### src/rtl/doc_uart_tx.sv
// Streams the document RAM out over a UART 8N1 line, row by row, with CR LF after every row.
// Owns the RAM read port from the first FETCH through FIN, then pulses done.
module doc_uart_tx #(
  parameter int CLK_HZ = 25_000_000,
  parameter int BAUD   = 115200,
  parameter int ROWS   = 15,
  parameter int COLS   = 20
) (
  input  logic       clk,
  input  logic       rst,
  input  logic       start,
  output logic       read_enable,
  output logic [9:0] read_addr,
  input  logic [7:0] read_data,
  output logic       busy,
  output logic       done,
  output logic       tx
);

  localparam int          DIV      = CLK_HZ / BAUD;
  localparam logic [15:0] DIV_LAST = 16'(DIV - 1);
  localparam logic [3:0]  ROW_LAST = 4'(ROWS - 1);
  localparam logic [4:0]  COL_LAST = 5'(COLS - 1);

  typedef enum logic [2:0] {
    S_IDLE,
    S_FETCH,
    S_LOAD,
    S_SHIFT,
    S_NEXT,
    S_EOL,
    S_FIN
  } state_t;

  state_t      state_q, state_d;
  logic [3:0]  row_q, row_d;
  logic [4:0]  col_q, col_d;
  logic [1:0]  eol_q, eol_d;
  logic [7:0]  byte_q, byte_d;
  logic [9:0]  shift_q, shift_d;
  logic [15:0] baud_q, baud_d;
  logic [3:0]  bit_q, bit_d;

  always_ff @(posedge clk or negedge rst) begin
    if (!rst) begin
      state_q <= S_IDLE;
      row_q   <= '0;
      col_q   <= '0;
      eol_q   <= '0;
      byte_q  <= '0;
      shift_q <= '1;
      baud_q  <= '0;
      bit_q   <= '0;
    end else begin
      state_q <= state_d;
      row_q   <= row_d;
      col_q   <= col_d;
      eol_q   <= eol_d;
      byte_q  <= byte_d;
      shift_q <= shift_d;
      baud_q  <= baud_d;
      bit_q   <= bit_d;
    end
  end

  // eol_q: 0 = sending cells, 1 = CR queued/sent, 2 = LF queued/sent
  always_comb begin
    state_d = state_q;
    row_d   = row_q;
    col_d   = col_q;
    eol_d   = eol_q;
    byte_d  = byte_q;
    shift_d = shift_q;
    baud_d  = baud_q;
    bit_d   = bit_q;
    case (state_q)
      S_IDLE: begin
        if (start) state_d = S_FETCH;
      end
      S_FETCH: begin
        byte_d  = (read_data == 8'h00) ? 8'h20 : read_data;
        state_d = S_LOAD;
      end
      S_LOAD: begin
        shift_d = {1'b1, byte_q, 1'b0};
        baud_d  = '0;
        bit_d   = '0;
        state_d = S_SHIFT;
      end
      S_SHIFT: begin
        if (baud_q == DIV_LAST) begin
          baud_d  = '0;
          shift_d = {1'b1, shift_q[9:1]};
          bit_d   = bit_q + 4'd1;
          if (bit_q == 4'd9) state_d = S_NEXT;
        end else begin
          baud_d = baud_q + 16'd1;
        end
      end
      S_NEXT: begin
        if (eol_q == 2'd0 && col_q < COL_LAST) begin
          col_d   = col_q + 5'd1;
          state_d = S_FETCH;
        end else if (eol_q != 2'd2) begin
          eol_d   = eol_q + 2'd1;
          state_d = S_EOL;
        end else begin
          eol_d = 2'd0;
          if (row_q < ROW_LAST) begin
            row_d   = row_q + 4'd1;
            col_d   = '0;
            state_d = S_FETCH;
          end else begin
            state_d = S_FIN;
          end
        end
      end
      S_EOL: begin
        byte_d  = (eol_q == 2'd1) ? 8'h0D : 8'h0A;
        state_d = S_LOAD;
      end
      S_FIN: begin
        row_d   = '0;
        col_d   = '0;
        eol_d   = '0;
        state_d = S_IDLE;
      end
      default: state_d = S_IDLE;
    endcase
  end

  // Outputs decode straight from reset flops so an async reset clears them at once.
  assign busy        = (state_q != S_IDLE);
  assign read_enable = (state_q != S_IDLE);
  assign done        = (state_q == S_FIN);
  assign read_addr   = {1'b0, row_q, col_q};
  assign tx          = (state_q == S_SHIFT) ? shift_q[0] : 1'b1;

endmodule
### config.mk
export PLATFORM = sky130hd
export DESIGN_NAME = doc_uart_tx
export DESIGN_NICKNAME = d
export VERILOG_FILES = /design/src/rtl/doc_uart_tx.sv
export SDC_FILE = /design/constraint.sdc
export NUM_CORES = 1
export LEC_CHECK = 0
export CORE_ASPECT_RATIO = 1.5
export CORE_MARGIN = 1
export CORE_UTILIZATION = 45
export CTS_BUF_LIST = sky130_fd_sc_hd__clkbuf_16
export CTS_CLUSTER_SIZE = 30
export DETAILED_ROUTE_END_ITERATION = 10
export SLEW_MARGIN = 15
export SYNTH_ARGS = -nofsm -noshare
export SYNTH_HDL_FRONTEND = slang
export SYNTH_SLANG_ARGS = --single-unit
### constraint.sdc
create_clock -name clk -period 2.4 [get_ports clk]
set_input_delay 0.48 -clock clk [delete_from_list [all_inputs] [get_ports clk]]
set_output_delay 0.48 -clock clk [all_outputs]
set_load 0.01 [all_outputs]
==> impl_results.md, run 1 <==
- Leak: 1.43 nW
- Endpoints failing setup: 0
- Slew Limit Headroom: 55.5%
- Pre-Repair DR Iteration Count: 4
- Cts repair resizes: 0
- Synth top area share: 37.8%
- Worst Skew: 0.00331 ns
- Clock Sinks: 51
- Primary FF master, synth: dfrtp_1
- Initial Util: 47.3%
- Synth Warn #: 0
- Global-route wire length before repair: 10.1 mm
- GR Overflow Total: 0
- CTS Hold Buffers Added: 0
- Max Cap Viol: 0
- ANT nets after route: 0
- RSZ-0062 raised after global routing: false
- P per Cell Area: 509 nW/um2
- Endpoint arrival time on the critical path: 1.82 ns
- Total track usage: 20.4%
- Area leader, netlist: dfrtp_1
- Die Wd: 66.2 um
- Core ar.: 5870 um2
- CP Launch Type: flop
- Register bit total from synthesis: 51
- Syn nets: 294
- Share of cells above drive strength 1: 16.2%
- Die Y: 98.2 um
- Post-Syn Area: 2780 um2
- DR iter-0 viols: 90
- Post-layout min period: 2.30 ns
- Outcome: completed
- Crit-path max FO: 7
- Largest net degree at the start of global routing: 52
- Syn avg cell area: 10.0 um2
- # diodes: 0
- DRT Wirelength: 6.01 mm
- Vias: 2135
- Ranking of synthesized cells by area: dfrtp_1, dfstp_2, mux2_2
- Final hold vios: 0
- Worst skew pair latency: 0.29 ns
- Area Overhead vs Synth: 15.1%
- Seq/Total Area, Yosys: 46.3%
- Max Root-Sink Buffers: 2
- Number of global-route vias before repair: 2135
- Synth cell types: 53
- Filler cells: 559
- Slew @ Worst Pin: 0.668 ns
- Die area: 6500 um2
- Worst vdd ir: 0.431 mV
- DP HPWL: 4.21 mm
- Vias per inst: 5.71
- # DRC: 0
- CTS tree: yes
- Avg WL per Cell: 16.1 um
- Fmax: 0.436 GHz
- Req. time, crit path: 1.92 ns
- GP Congestion: 0.795
- Final setup TNS: 0 ns
- I/O pin count: 25
- Post-CTS setup buffers: 0
- Slew Limit Fails: 0
- Critical path class: reg -> out
- Port bufs: 23
- Hold WC Path Type: in -> async
- Asr flop ratio synth: 100%
- Critical path endpoint category: output pin
- Number of nets in the layout: 318
- Cts bufs inserted: 5
- Clock slew at reported path FFs: 0.07 ns
- Initial antenna violation count: 0
- Number of synthesized flops with an enable pin: 0
- CTS H-tree lvls: 2
- Instance count of the mapped netlist: 277
- Root buffer cell: clkbuf_16
- Row cnt: 34
- Final worst path period share: 95.6%
- Hold slack: 0.293 ns
==> stage by stage <==
step                util [%]  power (mW)  instance area, um2  setup slack (ns)  std cells
global placement        52.1       0.960                3060             0.338        366
global route            54.5        1.69                3200            0.0221        374
detailed placement      52.1       0.962                3060             0.275        366
finish                  54.5        1.63                3200             0.105        374
floorplan                  -       0.921                2780             0.578        277
CTS                     54.4        1.64                3200            0.0128        374
==> synthesized netlist by cell type, types with 4 or more instances <==
cell and instances:
buf_4 4, dfrtp_1 42, dfstp_2 9, clkbuf_1 4, o31ai_1 5, xnor2_1 6
nand3_1 8, nor4_1 8, ha_1 6, nor3_1 7, o21ai_0 14, nor2b_1 4
o22ai_1 4, a22o_1 4, nor2_1 21, a21oi_1 10, mux2_2 16, inv_1 13
nand2_1 31, mux2i_1 6
==> critical path, stage by stage, from the launching register on <==
cell and delay, ns:
dfrtp_2 0.44, and2b_1 0.24, nand2_1 0.12, inv_1 0.16, clkdlybuf4s50_1 0.56
==> registers in the layout, indices dropped and copies added, names as in the netlist <==
signal / count
shift_q: 9
row_q: 4
byte_q: 8
eol_q: 2
state_q: 3
bit_q: 4
col_q: 5
baud_q: 16
==> cells in the final DEF, fill, tap and decap left out, drive strengths merged, types with 2 or more instances in the layout <==
cell,n
a211o,3
a21o,2
a21oi,11
a221o,3
a22o,4
a31oi,4
and3,2
buf,8
clkbuf,5
clkdlybuf4s50,22
dfrtp,42
dfstp,9
ha,6
inv,15
mux2,16
mux2i,6
nand2,32
nand2b,3
nand3,9
nand3b,2
nand4,4
nor2,21
nor2b,4
nor3,7
nor4,8
nor4b,3
o211a,2
o21a,2
o21ai,14
o22ai,4
o31ai,5
or3,4
or4,2
xnor2,6
==> routing by layer <==
metal  track usage [%]  up-vias  share of wire, %
met5                 0        -                 0
met4              7.86        0               1.6
met3              2.80        6               2.0
met2              35.9       32                53
met1              24.5     1055                44
li1                  -     1042                 -
==> where the power goes <==
group / switching, mW / total [mW] / internal (mW) / leakage [nW]
clock network: 0.305 / 0.682 / 0.378 / 0.0762
logic: 0.0301 / 0.0586 / 0.0285 / 0.723
registers: 0.00701 / 0.886 / 0.879 / 0.627
==> cell families after synthesis <==
logic type	share of synthesized area, %
AND/OR/NAND/NOR	20.6
other	0.135
AO/OA/AOI/OAI	14.8
XOR/XNOR	1.89
buffers and inverters	4.95
adder cells (fa/ha/maj)	2.70
flip-flops	46.3
multiplexers	8.64
==> final timing paths <==
path | from | end | slack (ns) | cells after the start
setup / recovery | state_q[2] | done | 0.10 | 4
min in group clk | byte_q[6] | byte_q[6] | 0.48 | 2
max in group asynchronous | rst | state_q[1] | 1.62 | 2
hold / removal | rst | bit_q[2] | 0.29 | 2
setup reg to reg | baud_q[0] | shift_q[3] | 0.30 | 6
hold reg to reg | byte_q[6] | byte_q[6] | 0.48 | 2
==> final cells by class <==
class | instances | area, um2 | share of cell area, %
Inverter | 13 | 48.8 | 1.53
Multi-Input combinational cell | 200 | 1350 | 42.3
Timing Repair Buffer | 30 | 278 | 8.69
Clock inverter | 3 | 12.5 | 0.391
Tap cell | 72 | 90.1 | 2.82
Sequential cell | 51 | 1290 | 40.3
Clock buffer | 5 | 125 | 3.91
Note: power is estimated with default switching activity, not from simulation.
==> run 2, diff against run 1 <==
CELL_PAD_IN_SITES_DETAIL_PLACEMENT = 1   (was not set)
CELL_PAD_IN_SITES_GLOBAL_PLACEMENT = 2   (was not set)
CORE_UTILIZATION = 37   (was 45)
PLACE_DENSITY_LB_ADDON = 0.1   (was not set)
SKIP_CTS_REPAIR_TIMING = 1   (was not set)
==> impl_results.md, run 2 (synthesis results as in run 1) <==
- Outcome: completed
- Global-route wire length before repair: 11.4 mm
- Critical path class: reg -> out
- Die area: 7870 um2
- Endpoint arrival time on the critical path: 1.79 ns
- Final hold vios: 0
- RSZ-0062 raised after global routing: false
- Endpoints failing setup: 0
- Largest net degree at the start of global routing: 26
- Final worst path period share: 94.6%
- Buf/Inv on CP: 2
- Clock slew at reported path FFs: 0.07 ns
- Vias: 2183
- # DRC: 0
- Post-layout min period: 2.27 ns
- Post-layout util: 44.7%
- Die Wd: 72.8 um
- CTS H-tree lvls: 2
- P per Cell Area: 512 nW/um2
- Leak: 1.43 nW
- Slew Limit Fails: 0
- Fmax: 0.440 GHz
- Max Cap Viol: 0
- Initial antenna violation count: 0
- Clk pwr share: 43.3%
- Met1 wire length: 2.67 mm
- Area Overhead vs Synth: 17.1%
- # diodes: 0
- ANT nets after route: 0
- Sw Ratio: 22.4%
- Critical path endpoint category: output pin
- Register share of total power: 53.1%
- Crit Reg-Reg Endpoint: bit_q[3]
- Final setup TNS: 0 ns
- Top sig layer: met4
- Largest registers: baud_q (16), shift_q (9), byte_q (8)
- Die Y: 108 um
- Hold slack: 0.183 ns
- Worst skew pair latency: 0.30 ns
- I/O pin count: 25
- Root buffer cell: clkbuf_16
- CTS tree: yes
- DR WL met3: 136 um
- Cts bufs inserted: 5
- Gate power share: 3.6%
- Clock Sinks: 51
- Pre-Repair DR Iteration Count: 4
- Max Root-Sink Buffers: 2
- Port bufs: 23
- Number of global-route vias before repair: 2343
- Avg WL per Cell: 16.5 um
- Req. time, crit path: 1.92 ns
- Largest register FFs: 16
- Max incr delay on CP: 0.56 ns
- Commonest non-fill, non-tap cells in the layout: dfrtp_1, nand2_1, clkdlybuf4s50_1
- Slew Limit Headroom: 60.9%
- Worst vdd ir: 0.337 mV
- Reg2reg path depth: 7
- Vias per inst: 5.40
- Core ar.: 7270 um2
- Slew @ Worst Pin: 0.587 ns
- Most flops, register: baud_q
- Row cnt: 38
- DR iter-0 viols: 78
- Sw Pwr: 0.373 mW
- GP Congestion: 0.755
- Reg2Reg Setup Slack: 0.38 ns
- Total track usage: 19.4%
- Worst Skew: 0.00626 ns
- Final Cell Area: 3250 um2
- Crit-path max FO: 4
- Post-DP Area: 3110 um2
- GR Overflow Total: 0
- Most common cell after layout, fill and taps aside: dfrtp_1
- R2R Path Start: baud_q[0]
- Internal cell power: 1.29 mW
- Hold WC Path Type: in -> async
- Crit-path cells: and2b_1 -> nand2_1 -> inv_1 -> clkdlybuf4s50_1
- Initial Util: 38.2%
- Number of nets in the layout: 320
- WL met2: 3.70 mm
- Max stage delay cell, worst path: clkdlybuf4s50_1
- Crit path max-delay family: buffers and inverters
- DRT Wirelength: 6.65 mm
- DP HPWL: 4.87 mm
- CP Launch Type: flop
- Share of cells above drive strength 1: 16.8%
## run 2: cell count changes in the layout (fill, tap and decap cells not counted), sizes merged
cell / change
buf: +2
inv: -2
clkinv: +1
clkinvlp: +1
## run 2: through the flow
step | worst slack (ns) | power (mW) | std cells
after floorplan | 0.578 | 0.921 | 277
after global placement | 0.386 | 0.962 | 396
after detailed placement | 0.367 | 0.963 | 396
after CTS | 0.0527 | 1.69 | 404
after global routing | 0.0162 | 1.72 | 404
final | 0.129 | 1.67 | 404
## run 2: worst reg2reg max path, cell delays in order, from the launching register on
cell     delay [ns]
dfrtp_1        0.43
inv_1          0.09
ha_1           0.14
nor4b_1        0.31
nand4_2        0.18
buf_4          0.24
o211a_1        0.24
a221o_1        0.27
## run 2: worst max path at each step
stage	startpoint	to	slack, ns	cells past startpoint
final	state_q[0]	done	0.13	4
after CTS	state_q[1]	busy	0.05	3
after global placement	state_q[1]	busy	0.39	3
after floorplan	baud_q[0]	bit_q[2]	0.58	7
after global routing	state_q[0]	done	0.02	4
after detailed placement	baud_q[0]	bit_q[3]	0.37	7
## run 2: power groups by stage
stage	Combinational (mW)	Clock [mW]	Sequential (mW)
finish	0.0594	0.721	0.885
global placement	0.0610	0	0.901
global route	0.0680	0.769	0.887
floorplan	0.0219	0	0.899
CTS	0.0619	0.747	0.885
detailed placement	0.0617	0	0.901
## run 2: final cells by class
cell class | count | area [um2]
fillers | 847 | 4020
repair buffers | 32 | 293
flip-flops and latches | 51 | 1290
clock inverters | 3 | 20.0
inverters | 13 | 48.8
well taps | 100 | 125
clock buffers | 5 | 125
multi-input cells | 200 | 1350
## run 2: layer usage
| layer | GRT usage (%) | up-vias |
|---|---|---|
| li1 | - | 1053 |
| met1 | 21.7 | 1098 |
| met3 | 3.36 | 8 |
| met2 | 35.7 | 24 |
| met5 | 0 | - |
| met4 | 7.98 | 0 |
==> run 3, diff against run 2 <==
--- a/config.mk
+++ b/config.mk
@@ -17,3 +17,3 @@
 export SKIP_CTS_REPAIR_TIMING = 1
-export SLEW_MARGIN = 15
+export SLEW_MARGIN = 20
 export SYNTH_ARGS = -nofsm -noshare
--- a/constraint.sdc
+++ b/constraint.sdc
@@ -3,2 +3,2 @@
 set_output_delay 0.48 -clock clk [all_outputs]
-set_load 0.01 [all_outputs]
+set_load 0.02 [all_outputs]
==> impl_results.md, run 3 (synthesis results as in run 1) <==
- R2R Path Start: baud_q[0]
- # diodes: 0
- Worst skew pair latency: 0.29 ns
- Req. time, crit path: 1.92 ns
- Register share of total power: 47.5%
- RSZ-0062 raised after global routing: false
- Leak: 1.46 nW
- GP Congestion: 0.761
- Fmax: 0.442 GHz
- GR Overflow Total: 0
- Row cnt: 38
- Outcome: completed
- Vias per inst: 5.38
- Largest net degree at the start of global routing: 20
- Hold WC Path Type: in -> async
- Filler cells: 836
- Max stage delay cell, worst path: clkdlybuf4s50_1
- Sw Pwr: 0.358 mW
- Max incr delay on CP: 0.60 ns
- Critical path endpoint category: output pin
- Total track usage: 19.2%
- Endpoint arrival time on the critical path: 1.78 ns
- Final setup TNS: 0 ns
- Largest register FFs: 16
- Global-route wire length before repair: 11.5 mm
- Cts bufs inserted: 5
- Number of nets in the layout: 321
- Internal cell power: 1.51 mW
- Clock slew at reported path FFs: 0.07 ns
- Slew Limit Fails: 0
- P per Cell Area: 563 nW/um2
- Crit Reg-Reg Endpoint: bit_q[3]
- Reg2reg path depth: 7
- Crit-path max FO: 4
- DR iter-0 viols: 73
- ANT nets after route: 0
- Critical Path Stages: 4
- CTS H-tree lvls: 2
- Share of cells above drive strength 1: 17.4%
- Crit-path cells: and2b_1 -> nand2_1 -> inv_1 -> clkdlybuf4s50_1
- CP Launch Type: flop
- Number of global-route vias before repair: 2300
- Gate power share: 3.3%
- Final Cell Area: 3310 um2
- Post-layout min period: 2.26 ns
- Post-DP Area: 3120 um2
- Commonest non-fill, non-tap cells in the layout: dfrtp_1, nand2_1, clkdlybuf4s50_1
- Non-Filler Instances: 405
- Largest registers: baud_q (16), shift_q (9), byte_q (8)
- Area Overhead vs Synth: 19.1%
- Die area: 7870 um2
- Reg2Reg Setup Slack: 0.36 ns
- Clock Sinks: 51
- Max Cap Viol: 0
- Placed insts: 397
- Final hold vios: 0
- Avg WL per Cell: 16.6 um
- Pre-Repair DR Iteration Count: 4
- Die Y: 108 um
- Crit path max-delay family: buffers and inverters
- Worst Skew: 0.00533 ns
- Vias: 2177
- Most flops, register: baud_q
- Initial Util: 38.2%
- Critical path class: reg -> out
- Root buffer cell: clkbuf_16
- Area of the multi-input gates: 1350 um2
- Reg area: 1290 um2
- Max Root-Sink Buffers: 2
- Most common cell after layout, fill and taps aside: dfrtp_1
- I/O pin count: 25
- # DRC: 0
- DRT Wirelength: 6.71 mm
- CTS tree: yes
- Final worst path period share: 94.3%
- Endpoints failing setup: 0
- Clk pwr share: 49.2%
- Worst vdd ir: 0.300 mV
- Die Wd: 72.8 um
- Buf/Inv on CP: 2
- Core ar.: 7270 um2
- DP HPWL: 5.03 mm
- Initial antenna violation count: 0
- Port bufs: 23
- Sw Ratio: 19.2%
==> run 3: cell types whose count changed in the layout (fill, tap and decap cells not counted) <==
| cell | before | now |
|---|---|---|
| bufinv_16 | 0 | 2 |
| buf_4 | 9 | 10 |
| clkinv_1 | 1 | 0 |
| clkinv_4 | 1 | 0 |
==> run 3: how the worst max path moves through the flow <==
stage                     from         end  slack, ns
floorplan            baud_q[0]    bit_q[2]       0.58
detailed placement   baud_q[0]    bit_q[3]       0.30
CTS                 state_q[1]          tx       0.08
global route        state_q[0]        done       0.05
global placement     baud_q[0]  shift_q[5]       0.37
finish              state_q[0]        done       0.14
==> run 3: metal layers <==
layer	up-vias	share of wire, %	GRT usage [%]
met4	0	2.3	7.42
met5	-	0	0
li1	1055	-	-
met2	23	55	36.0
met1	1090	41	21.4
met3	9	1.5	2.80
==> run 3: area by class of cell <==
class                      instances  area share [%]
tap                              100            3.78
multi-input combinational        200            40.9
inverter                          13            1.47
timing repair buffer              33            9.07
clock buffer                       5            3.78
clock inverter                     3            2.04
sequential                        51            38.9
==> run 3: power by group through the flow <==
stage	Combinational, mW	Clock (mW)	Sequential, mW
global placement	0.0621	0	0.901
finish	0.0609	0.917	0.885
floorplan	0.0226	0	0.899
global route	0.0702	0.971	0.887
detailed placement	0.0628	0	0.901
CTS	0.0631	0.944	0.885
==> run 3: stage by stage <==
stage / worst slack (ns) / utilization [%] / total power [mW] / hold WS (ns)
after floorplan: 0.578 / - / 0.922 / 0.184
after global placement: 0.366 / 42.8 / 0.963 / 0.425
after detailed placement: 0.298 / 42.8 / 0.964 / 0.424
after CTS: 0.0846 / 45.5 / 1.89 / 0.112
after global routing: 0.0515 / 45.5 / 1.93 / 0.137
final: 0.137 / 45.5 / 1.86 / 0.102
